==> src/rtl/hazard_sequencer_if.sv <==
// Hazard sequencer pipeline-side bundle: hazard sources in, PC/pipeline-register strobes and counters out.
interface hazard_sequencer_if #(
    parameter int unsigned CNT_WIDTH = 32
);
    logic [4:0]           id_rs1_i;
    logic [4:0]           id_rs2_i;
    logic                 id_use_rs1_i;
    logic                 id_use_rs2_i;
    logic [4:0]           ex_rd_i;
    logic                 ex_mem_read_i;
    logic                 ex_redirect_i;
    logic                 mem_req_i;
    logic                 mem_ready_i;
    logic                 pc_write_o;
    logic                 if_id_write_o;
    logic                 if_id_flush_o;
    logic                 id_ex_bubble_o;
    logic                 freeze_o;
    logic                 bus_error_o;
    logic [CNT_WIDTH-1:0] stall_cnt_o;
    logic [CNT_WIDTH-1:0] flush_cnt_o;
    logic [CNT_WIDTH-1:0] freeze_cnt_o;

    modport master (
        output id_rs1_i, id_rs2_i, id_use_rs1_i, id_use_rs2_i,
               ex_rd_i, ex_mem_read_i, ex_redirect_i, mem_req_i, mem_ready_i,
        input  pc_write_o, if_id_write_o, if_id_flush_o, id_ex_bubble_o,
               freeze_o, bus_error_o, stall_cnt_o, flush_cnt_o, freeze_cnt_o
    );

    modport slave (
        input  id_rs1_i, id_rs2_i, id_use_rs1_i, id_use_rs2_i,
               ex_rd_i, ex_mem_read_i, ex_redirect_i, mem_req_i, mem_ready_i,
        output pc_write_o, if_id_write_o, if_id_flush_o, id_ex_bubble_o,
               freeze_o, bus_error_o, stall_cnt_o, flush_cnt_o, freeze_cnt_o
    );
endinterface

==> src/rtl/hazard_sequencer.sv <==
// Load-use / redirect / memory-freeze sequencer with a wait watchdog for a 5-stage RISC-V core.
// Define HZD_PERF_CNT_EN to build the saturating stall/flush/freeze performance counters.
module hazard_sequencer #(
    parameter int unsigned MAX_WAIT  = 16,
    parameter int unsigned CNT_WIDTH = 32
) (
    input  logic              clk,
    input  logic              reset,
    hazard_sequencer_if.slave bus
);
    localparam int unsigned WW = $clog2(MAX_WAIT) + 1;

    typedef enum logic [1:0] {S_RUN, S_WAIT, S_ERROR} state_e;

    state_e        state_q, state_d;
    logic [WW-1:0] wait_cnt_q, wait_cnt_d;
    logic          bus_error_q, bus_error_d;

    logic mem_stall;
    logic load_use;
    logic pc_write, if_id_write, if_id_flush, id_ex_bubble, freeze;

    always_comb begin
        mem_stall = bus.mem_req_i & ~bus.mem_ready_i;
        load_use  = bus.ex_mem_read_i & (bus.ex_rd_i != 5'd0) &
                    ((bus.id_use_rs1_i & (bus.id_rs1_i == bus.ex_rd_i)) |
                     (bus.id_use_rs2_i & (bus.id_rs2_i == bus.ex_rd_i)));

        pc_write     = 1'b1;
        if_id_write  = 1'b1;
        if_id_flush  = 1'b0;
        id_ex_bubble = 1'b0;
        freeze       = 1'b0;

        // Reset forces the idle strobes; otherwise priority is error, freeze, redirect, load-use.
        if (reset) begin
            pc_write = 1'b1;
        end else if (state_q == S_ERROR || mem_stall) begin
            freeze      = 1'b1;
            pc_write    = 1'b0;
            if_id_write = 1'b0;
        end else if (bus.ex_redirect_i) begin
            if_id_flush  = 1'b1;
            id_ex_bubble = 1'b1;
        end else if (load_use) begin
            pc_write     = 1'b0;
            if_id_write  = 1'b0;
            id_ex_bubble = 1'b1;
        end
    end

    always_comb begin
        state_d     = state_q;
        wait_cnt_d  = wait_cnt_q;
        bus_error_d = bus_error_q;
        case (state_q)
            S_RUN: begin
                if (mem_stall) begin
                    state_d    = S_WAIT;
                    wait_cnt_d = WW'(1);
                end
            end
            S_WAIT: begin
                if (!mem_stall) begin
                    state_d    = S_RUN;
                    wait_cnt_d = '0;
                end else if (wait_cnt_q == WW'(MAX_WAIT - 1)) begin
                    state_d     = S_ERROR;
                    bus_error_d = 1'b1;
                end else begin
                    wait_cnt_d = wait_cnt_q + WW'(1);
                end
            end
            S_ERROR: begin
                state_d = S_ERROR;
            end
            default: begin
                state_d    = S_RUN;
                wait_cnt_d = '0;
            end
        endcase
    end

    always_ff @(posedge clk) begin
        if (reset) begin
            state_q     <= S_RUN;
            wait_cnt_q  <= '0;
            bus_error_q <= 1'b0;
        end else begin
            state_q     <= state_d;
            wait_cnt_q  <= wait_cnt_d;
            bus_error_q <= bus_error_d;
        end
    end

    assign bus.pc_write_o     = pc_write;
    assign bus.if_id_write_o  = if_id_write;
    assign bus.if_id_flush_o  = if_id_flush;
    assign bus.id_ex_bubble_o = id_ex_bubble;
    assign bus.freeze_o       = freeze;
    assign bus.bus_error_o    = bus_error_q;

`ifdef HZD_PERF_CNT_EN
    logic [CNT_WIDTH-1:0] stall_cnt_q, stall_cnt_d;
    logic [CNT_WIDTH-1:0] flush_cnt_q, flush_cnt_d;
    logic [CNT_WIDTH-1:0] freeze_cnt_q, freeze_cnt_d;

    // A bubble without a flush is exactly a load-use stall.
    always_comb begin
        stall_cnt_d  = stall_cnt_q;
        flush_cnt_d  = flush_cnt_q;
        freeze_cnt_d = freeze_cnt_q;
        if (id_ex_bubble && !if_id_flush && stall_cnt_q != '1)
            stall_cnt_d = stall_cnt_q + CNT_WIDTH'(1);
        if (if_id_flush && flush_cnt_q != '1)
            flush_cnt_d = flush_cnt_q + CNT_WIDTH'(1);
        if (freeze && freeze_cnt_q != '1)
            freeze_cnt_d = freeze_cnt_q + CNT_WIDTH'(1);
    end

    always_ff @(posedge clk) begin
        if (reset) begin
            stall_cnt_q  <= '0;
            flush_cnt_q  <= '0;
            freeze_cnt_q <= '0;
        end else begin
            stall_cnt_q  <= stall_cnt_d;
            flush_cnt_q  <= flush_cnt_d;
            freeze_cnt_q <= freeze_cnt_d;
        end
    end

    assign bus.stall_cnt_o  = stall_cnt_q;
    assign bus.flush_cnt_o  = flush_cnt_q;
    assign bus.freeze_cnt_o = freeze_cnt_q;
`else
    assign bus.stall_cnt_o  = CNT_WIDTH'(0);
    assign bus.flush_cnt_o  = CNT_WIDTH'(0);
    assign bus.freeze_cnt_o = CNT_WIDTH'(0);
`endif
endmodule
==> src/flat_wrapper.sv <==
// flat-port wrapper written by rule: the top's interface ports become plain ports
module hazard_sequencer_flat 
#(
    parameter int unsigned MAX_WAIT  = 16,
    parameter int unsigned CNT_WIDTH = 32
)
  (clk, reset, bus_id_rs1_i, bus_id_rs2_i, bus_id_use_rs1_i, bus_id_use_rs2_i, bus_ex_rd_i, bus_ex_mem_read_i, bus_ex_redirect_i, bus_mem_req_i, bus_mem_ready_i, bus_pc_write_o, bus_if_id_write_o, bus_if_id_flush_o, bus_id_ex_bubble_o, bus_freeze_o, bus_bus_error_o, bus_stall_cnt_o, bus_flush_cnt_o, bus_freeze_cnt_o);
  hazard_sequencer_if #(.CNT_WIDTH(CNT_WIDTH)) bus_i ();
  input  logic clk;
  input  logic reset;
  input wire logic [$bits(bus_i.id_rs1_i)-1:0] bus_id_rs1_i;
  input wire logic [$bits(bus_i.id_rs2_i)-1:0] bus_id_rs2_i;
  input wire logic [$bits(bus_i.id_use_rs1_i)-1:0] bus_id_use_rs1_i;
  input wire logic [$bits(bus_i.id_use_rs2_i)-1:0] bus_id_use_rs2_i;
  input wire logic [$bits(bus_i.ex_rd_i)-1:0] bus_ex_rd_i;
  input wire logic [$bits(bus_i.ex_mem_read_i)-1:0] bus_ex_mem_read_i;
  input wire logic [$bits(bus_i.ex_redirect_i)-1:0] bus_ex_redirect_i;
  input wire logic [$bits(bus_i.mem_req_i)-1:0] bus_mem_req_i;
  input wire logic [$bits(bus_i.mem_ready_i)-1:0] bus_mem_ready_i;
  output wire logic [$bits(bus_i.pc_write_o)-1:0] bus_pc_write_o;
  output wire logic [$bits(bus_i.if_id_write_o)-1:0] bus_if_id_write_o;
  output wire logic [$bits(bus_i.if_id_flush_o)-1:0] bus_if_id_flush_o;
  output wire logic [$bits(bus_i.id_ex_bubble_o)-1:0] bus_id_ex_bubble_o;
  output wire logic [$bits(bus_i.freeze_o)-1:0] bus_freeze_o;
  output wire logic [$bits(bus_i.bus_error_o)-1:0] bus_bus_error_o;
  output wire logic [$bits(bus_i.stall_cnt_o)-1:0] bus_stall_cnt_o;
  output wire logic [$bits(bus_i.flush_cnt_o)-1:0] bus_flush_cnt_o;
  output wire logic [$bits(bus_i.freeze_cnt_o)-1:0] bus_freeze_cnt_o;
  assign bus_i.id_rs1_i = bus_id_rs1_i;
  assign bus_i.id_rs2_i = bus_id_rs2_i;
  assign bus_i.id_use_rs1_i = bus_id_use_rs1_i;
  assign bus_i.id_use_rs2_i = bus_id_use_rs2_i;
  assign bus_i.ex_rd_i = bus_ex_rd_i;
  assign bus_i.ex_mem_read_i = bus_ex_mem_read_i;
  assign bus_i.ex_redirect_i = bus_ex_redirect_i;
  assign bus_i.mem_req_i = bus_mem_req_i;
  assign bus_i.mem_ready_i = bus_mem_ready_i;
  assign bus_pc_write_o = bus_i.pc_write_o;
  assign bus_if_id_write_o = bus_i.if_id_write_o;
  assign bus_if_id_flush_o = bus_i.if_id_flush_o;
  assign bus_id_ex_bubble_o = bus_i.id_ex_bubble_o;
  assign bus_freeze_o = bus_i.freeze_o;
  assign bus_bus_error_o = bus_i.bus_error_o;
  assign bus_stall_cnt_o = bus_i.stall_cnt_o;
  assign bus_flush_cnt_o = bus_i.flush_cnt_o;
  assign bus_freeze_cnt_o = bus_i.freeze_cnt_o;
  hazard_sequencer #(.MAX_WAIT(MAX_WAIT), .CNT_WIDTH(CNT_WIDTH)) u_core (.clk(clk), .reset(reset), .bus(bus_i));
endmodule
==> config.mk <==
export PLATFORM = sky130hd
export DESIGN_NAME = hazard_sequencer_flat
export DESIGN_NICKNAME = d
export VERILOG_FILES = /design/src/rtl/hazard_sequencer_if.sv /design/src/rtl/hazard_sequencer.sv /design/src/flat_wrapper.sv
export SDC_FILE = /design/constraint.sdc
export NUM_CORES = 1
export LEC_CHECK = 0
export ABC_AREA = 0
export CAP_MARGIN = 10
export CELL_PAD_IN_SITES_DETAIL_PLACEMENT = 1
export CELL_PAD_IN_SITES_GLOBAL_PLACEMENT = 2
export CORE_MARGIN = 2
export CORE_UTILIZATION = 16
export CTS_BUF_LIST = sky130_fd_sc_hd__clkbuf_4
export DETAILED_ROUTE_END_ITERATION = 6
export PLACE_DENSITY_LB_ADDON = 0.05
export SYNTH_ARGS = -nofsm -noshare
export SYNTH_HDL_FRONTEND = slang
export SYNTH_SLANG_ARGS = --single-unit
==> constraint.sdc <==
create_clock -name clk -period 3 [get_ports clk]
set_clock_uncertainty 0.15 [all_clocks]
set_input_delay 0.3 -clock clk [delete_from_list [all_inputs] [get_ports clk]]
set_output_delay 0.3 -clock clk [all_outputs]
set_load 0.03 [all_outputs]
Word-level counts from Yosys, hierarchy flattened:

Cells that the tools add are included.

* register bits: 8
* latch bits: 0
* RAM bits: 0
* memory bits (read-only): 0
* bits of input ports: 23
* output and inout bits: 102
* logic and storage cells: 47
* memories: 0

* $add $sub $neg: 1
* multipliers: 0
* divide/modulo/power cells: 0
* order comparisons: 0
* equality and inequality tests: 8
* shift-type cells: 0
* mux-type cells: 21
* bitwise gates (word level): 8
* reductions and logical operators: 6

Operators by type and width (count)
* $mux W5: 3
* $pmux W5 S3: 1
* $mux W1: 13
* $eq A5 B5 Y1: 2
* $mux W2: 3
* $ne A3 B3 Y1 const B: 2
* $pmux W2 S3: 1
* $reduce_and A3 Y1: 2
* $add A5 B1 Y5 const B: 1
* $and A1 B1 Y1: 5
* $eq A5 B4 Y1 const B: 1
* $reduce_bool A5 Y1: 1
* $eq A2 B1 Y1 const B: 1
* $eq A2 B2 Y1 const B: 1
* $logic_not A2 Y1: 1
* $ne A2 B1 Y1 const B: 1
* $not A1 Y1: 2
* $reduce_and A2 Y1: 1
* $logic_or A1 B1 Y1: 1
* $or A1 B1 Y1: 1

Depth between registers and ports, before layout:

* depth after elaboration: 8
* gate-level depth with buffers: 7
* mapped depth without buffers: 7

Worst setup path before layout:

Ideal clock, no wire load.

* path type: register to output
* start: register u_core.state_q[0]
* end: output bus_id_ex_bubble_o
* arrival: 1.448 ns
* required time: 2.550 ns
* setup slack: 1.102 ns
* cell stages (with the launch flop): 6
* path buffers: 1
* path through: dfxtp_1 buf_6 inv_1 a21oi_1 and3b_1 o21bai_1

* word-level cells in the longest chain between the ends: 4

Ends and longest elaborated chain
* start, declared: RTL line hazard_sequencer.sv:15 `state_e state_q, state_d;`
* start signal, assigned: RTL line hazard_sequencer.sv:90 `state_q <= state_d;`
* $eq A2 B2 Y1: RTL line hazard_sequencer.sv:38 `end else if (state_q == S_ERROR || mem_stall) begin`
* $logic_or A1 B1 Y1: RTL line hazard_sequencer.sv:38
* $mux W1: RTL line hazard_sequencer.sv:38
* $mux W1: RTL line hazard_sequencer.sv:36 `if (reset) begin`
* end, declared: RTL line flat_wrapper.sv:23 `output wire logic [$bits(bus_i.id_ex_bubble_o)-1:0] bus_id_ex_bubble_o;`

No other way between the ends.

Final worst setup path:

* start: input bus_ex_rd_i[3]
* end: output bus_id_ex_bubble_o

* word-level cells in the longest chain between the ends: 8
* elaborated cells on any way between the ends: 12
* classes of those cells: eq/ne: 2; mux: 4; bitwise: 5; reduce/logical: 1

Ends and longest elaborated chain
* start, declared: RTL line flat_wrapper.sv:15 `input wire logic [$bits(bus_i.ex_rd_i)-1:0] bus_ex_rd_i;`
* $eq A5 B5 Y1 (on tied branches): RTL line hazard_sequencer.sv:26, hazard_sequencer.sv:27
* $and A1 B1 Y1 (on tied branches): RTL line hazard_sequencer.sv:26, hazard_sequencer.sv:27
* $or A1 B1 Y1: RTL line hazard_sequencer.sv:26 `((bus.id_use_rs1_i & (bus.id_rs1_i == bus.ex_rd_i)) |`
* $and A1 B1 Y1 (*): RTL line hazard_sequencer.sv:25 `load_use = bus.ex_mem_read_i & (bus.ex_rd_i != 5'd0) &`
* $mux W1 (*): RTL line hazard_sequencer.sv:45 `end else if (load_use) begin`
* $mux W1 (*): RTL line hazard_sequencer.sv:42 `end else if (bus.ex_redirect_i) begin`
* $mux W1 (*): RTL line hazard_sequencer.sv:38
* $mux W1 (*): RTL line hazard_sequencer.sv:36

Mark *: on every way between the ends. The rest lies on a longest branch, timed or not.

==> impl_metrics.yaml <==
run_status:
  status: "finished clean"
synthesis:
  yosysTopAreaCell: "buf_4"
  synth.ff_latch_count: 8
  netlist_area_um2: 1350
  synthCells: 171
  ys_seq_area_share_pct: 11.9
  synth_async_sr_flop_share_pct: 0
  avgSynthCellArea_um2: 7.87
  ys.flop_type: "dfxtp_1"
  ys_warn_count: 0
  synth_area_leaders: "buf_4 (54%), dfxtp_1 (12%), xor2_1 (5.2%)"
  yosys.cell_types.count: 34
  synth_edf_count: 0
  synth_top_area_share_pct: 54.1
critical_path:
  critPathLaunchType: "input port"
  r2r_slack_ns: 0.95
  rr_worst_depth: 6
  arrival_ns: 2.35
  worstPathMaxFanout: 3
  critical_path_required_ns: 2.55
  worstSetupPathType: "in -> out"
  critPathCaptureType: "primary output"
clock_network:
  cts_tree: "built"
  clk_pin_slew_ns: 0.06
  clock_sinks: 8
  ctsHtreeMaxLevel: 1
  cts_resized: 0
  ctsHoldBuffers: 0
  cts_inserted_buffers: 3
  clock_latency_ns: 0.26
  cts_buffer_depth: 2
  root_buffer: "clkbuf_4"
  post_cts_buffers: 0
global_routing:
  grt_max_degree: 9
  grt_pass1_wl_mm: 3.69
  grt.overflow.total: 0
  antenna_found_initial: 0
  grtUsageTotal_pct: 5.32
  grt_pass1_vias: 758
timing:
  finalCritPeriodShare_pct: 93.4
  setup_viol: 0
  min_period_ns: 2.80
  rsz0062_at_grt: "no"
  worst_pin_slew_ns: 0.660
  relSlewSlack_pct: 55.9
  max_freq_ghz: 0.357
  slew_violations: 0
  finalSetupTns_ns: 0
  whs_ns: 0.302
  final_hold_viol_count: 0
cells_and_area:
  n_antenna_cell: 0
  n_fill_cell: 1038
  areaGrowthSynthToFinish_pct: 5.21
  drive_above_1_share_pct: 3.98
  fin_area_um2: 1420
  nNetsFinal: 228
routing:
  ant_nets: 0
  vias_per_cell: 2.92
  routed_wl_mm: 2.74
  firstDrtPassIters: 2
  wl_per_cell_um: 8.94
  drc: 0
  dr_total_vias: 892
  drtIter0Drc: 25
power:
  peakVddDrop_mv: 0.0659
  powerDensity_nw_per_um2: 310
  p_total_w: 0.000439
  power_leakage_nw: 0.654
min_path:
  hp-class: "reg -> reg"
  hold_depth: 2
floorplanning:
  die-area_um2: 9160
  core.rowCount: 33
  die_w_um: 95.7
  core_area_um2: 8180
  start_util_pct: 16.5
  ios: 125
  chipHeight_um: 95.7
placed_design:
  routabilityCongestion: 0.712
  dpl.hpwl_mm: 2.42
  dpl-instance-area_um2: 1390
  numPortBuffers: 28
run:
  drv_cap: 0
==> final timing paths <==
| path | endpoint | start |
|---|---|---|
| setup / recovery | bus_id_ex_bubble_o | bus_ex_rd_i[3] |
| hold / removal | u_core.bus.bus_error_o$_SDFFE_PP0N_ | u_core.bus.bus_error_o$_SDFFE_PP0N_ |
| hold reg to reg | u_core.bus.bus_error_o$_SDFFE_PP0N_ | u_core.bus.bus_error_o$_SDFFE_PP0N_ |
| setup reg to reg | u_core.wait_cnt_q[3]$_SDFFE_PP0P_ | u_core.wait_cnt_q[0]$_SDFFE_PP0P_ |
==> worst max-delay path, stage by stage <==
cell and delay [ns]:
clkdlybuf4s50_1 0.48, xor2_1 0.19, nor4_1 0.34, a32oi_1 0.18, o21bai_1 0.17, clkdlybuf4s50_1 0.69
==> metal layers <==
| metal | wire, µm | vias up | global-route usage (%) |
|---|---|---|---|
| met5 | 0 | - | 0 |
| met4 | 10 | 0 | 2.14 |
| met3 | 313 | 2 | 1.98 |
| met2 | 1430 | 64 | 9.50 |
| met1 | 980 | 399 | 5.63 |
| li1 | - | 427 | - |
==> cell families (layout without fill, tap and decap cells) <==
family | Yosys count | in the layout | synth area share, %
simple gates | 28 | 28 | 14.0
mux | 2 | 2 | 1.49
xor+xnor | 10 | 10 | 6.51
flops | 8 | 8 | 11.9
buf+inv | 103 | 38 | 56.4
compound gates | 17 | 17 | 7.63
other cells | 1 | 96 | 0.279
fa+ha+maj | 2 | 2 | 1.86
==> stage by stage <==
step / worst slack (ns) / util, % / cells
after floorplan: 1.10 / - / 266
after global routing: 0.105 / 17.3 / 306
final: 0.198 / 17.3 / 306
after CTS: 0.146 / 17.3 / 306
after global placement: 0.223 / 17.0 / 303
after detailed placement: 0.161 / 17.0 / 303
==> report_power, final <==
| group | internal, W | leakage (nW) | switching, W |
|---|---|---|---|
| sequential | 0.000108 | 0.0648 | 0.00000124 |
| combinational | 0.0000472 | 0.576 | 0.000195 |
| clock | 0.0000461 | 0.0138 | 0.0000418 |
| total | 0.000201 | 0.654 | 0.000238 |
==> cell usage in the layout (no fill, tap or decap), types with 3 or more instances in the layout <==
cell type,instances
clkdlybuf4s50_1,28
buf_4,3
xor2_1,8
nand2_1,3
nor3_1,3
clkbuf_4,3
conb_1,96
nor2_1,6
dfxtp_1,8
a21oi_1,6
o21ai_0,4
inv_1,4
==> sequential cells by signal, indices dropped and copies added, names as in the netlist <==
signal,cells
u_core.wait_cnt_q,5
u_core.bus.bus_error_o,1
u_core.state_q,2
==> final cells by class <==
cell class	instances	area, µm²	area share, %
inverters	4	15.0	1.06
multi-input cells	155	783	55.3
flip-flops and latches	8	160	11.3
clock buffers	3	22.5	1.59
well taps	105	131	9.28
repair buffers	31	303	21.4
==> synthesized netlist by cell type (2+ instances only) <==
library cell	instances
buf_4	97
dfxtp_1	8
xor2_1	8
a21oi_1	6
nor2_1	6
inv_1	4
o21ai_0	4
nand2_1	3
nor3_1	3
a31oi_1	2
ha_1	2
mux2i_1	2
nand4b_1	2
nor3b_1	2
nor4_1	2
xnor2_1	2
(Power assumes the default switching activity.)
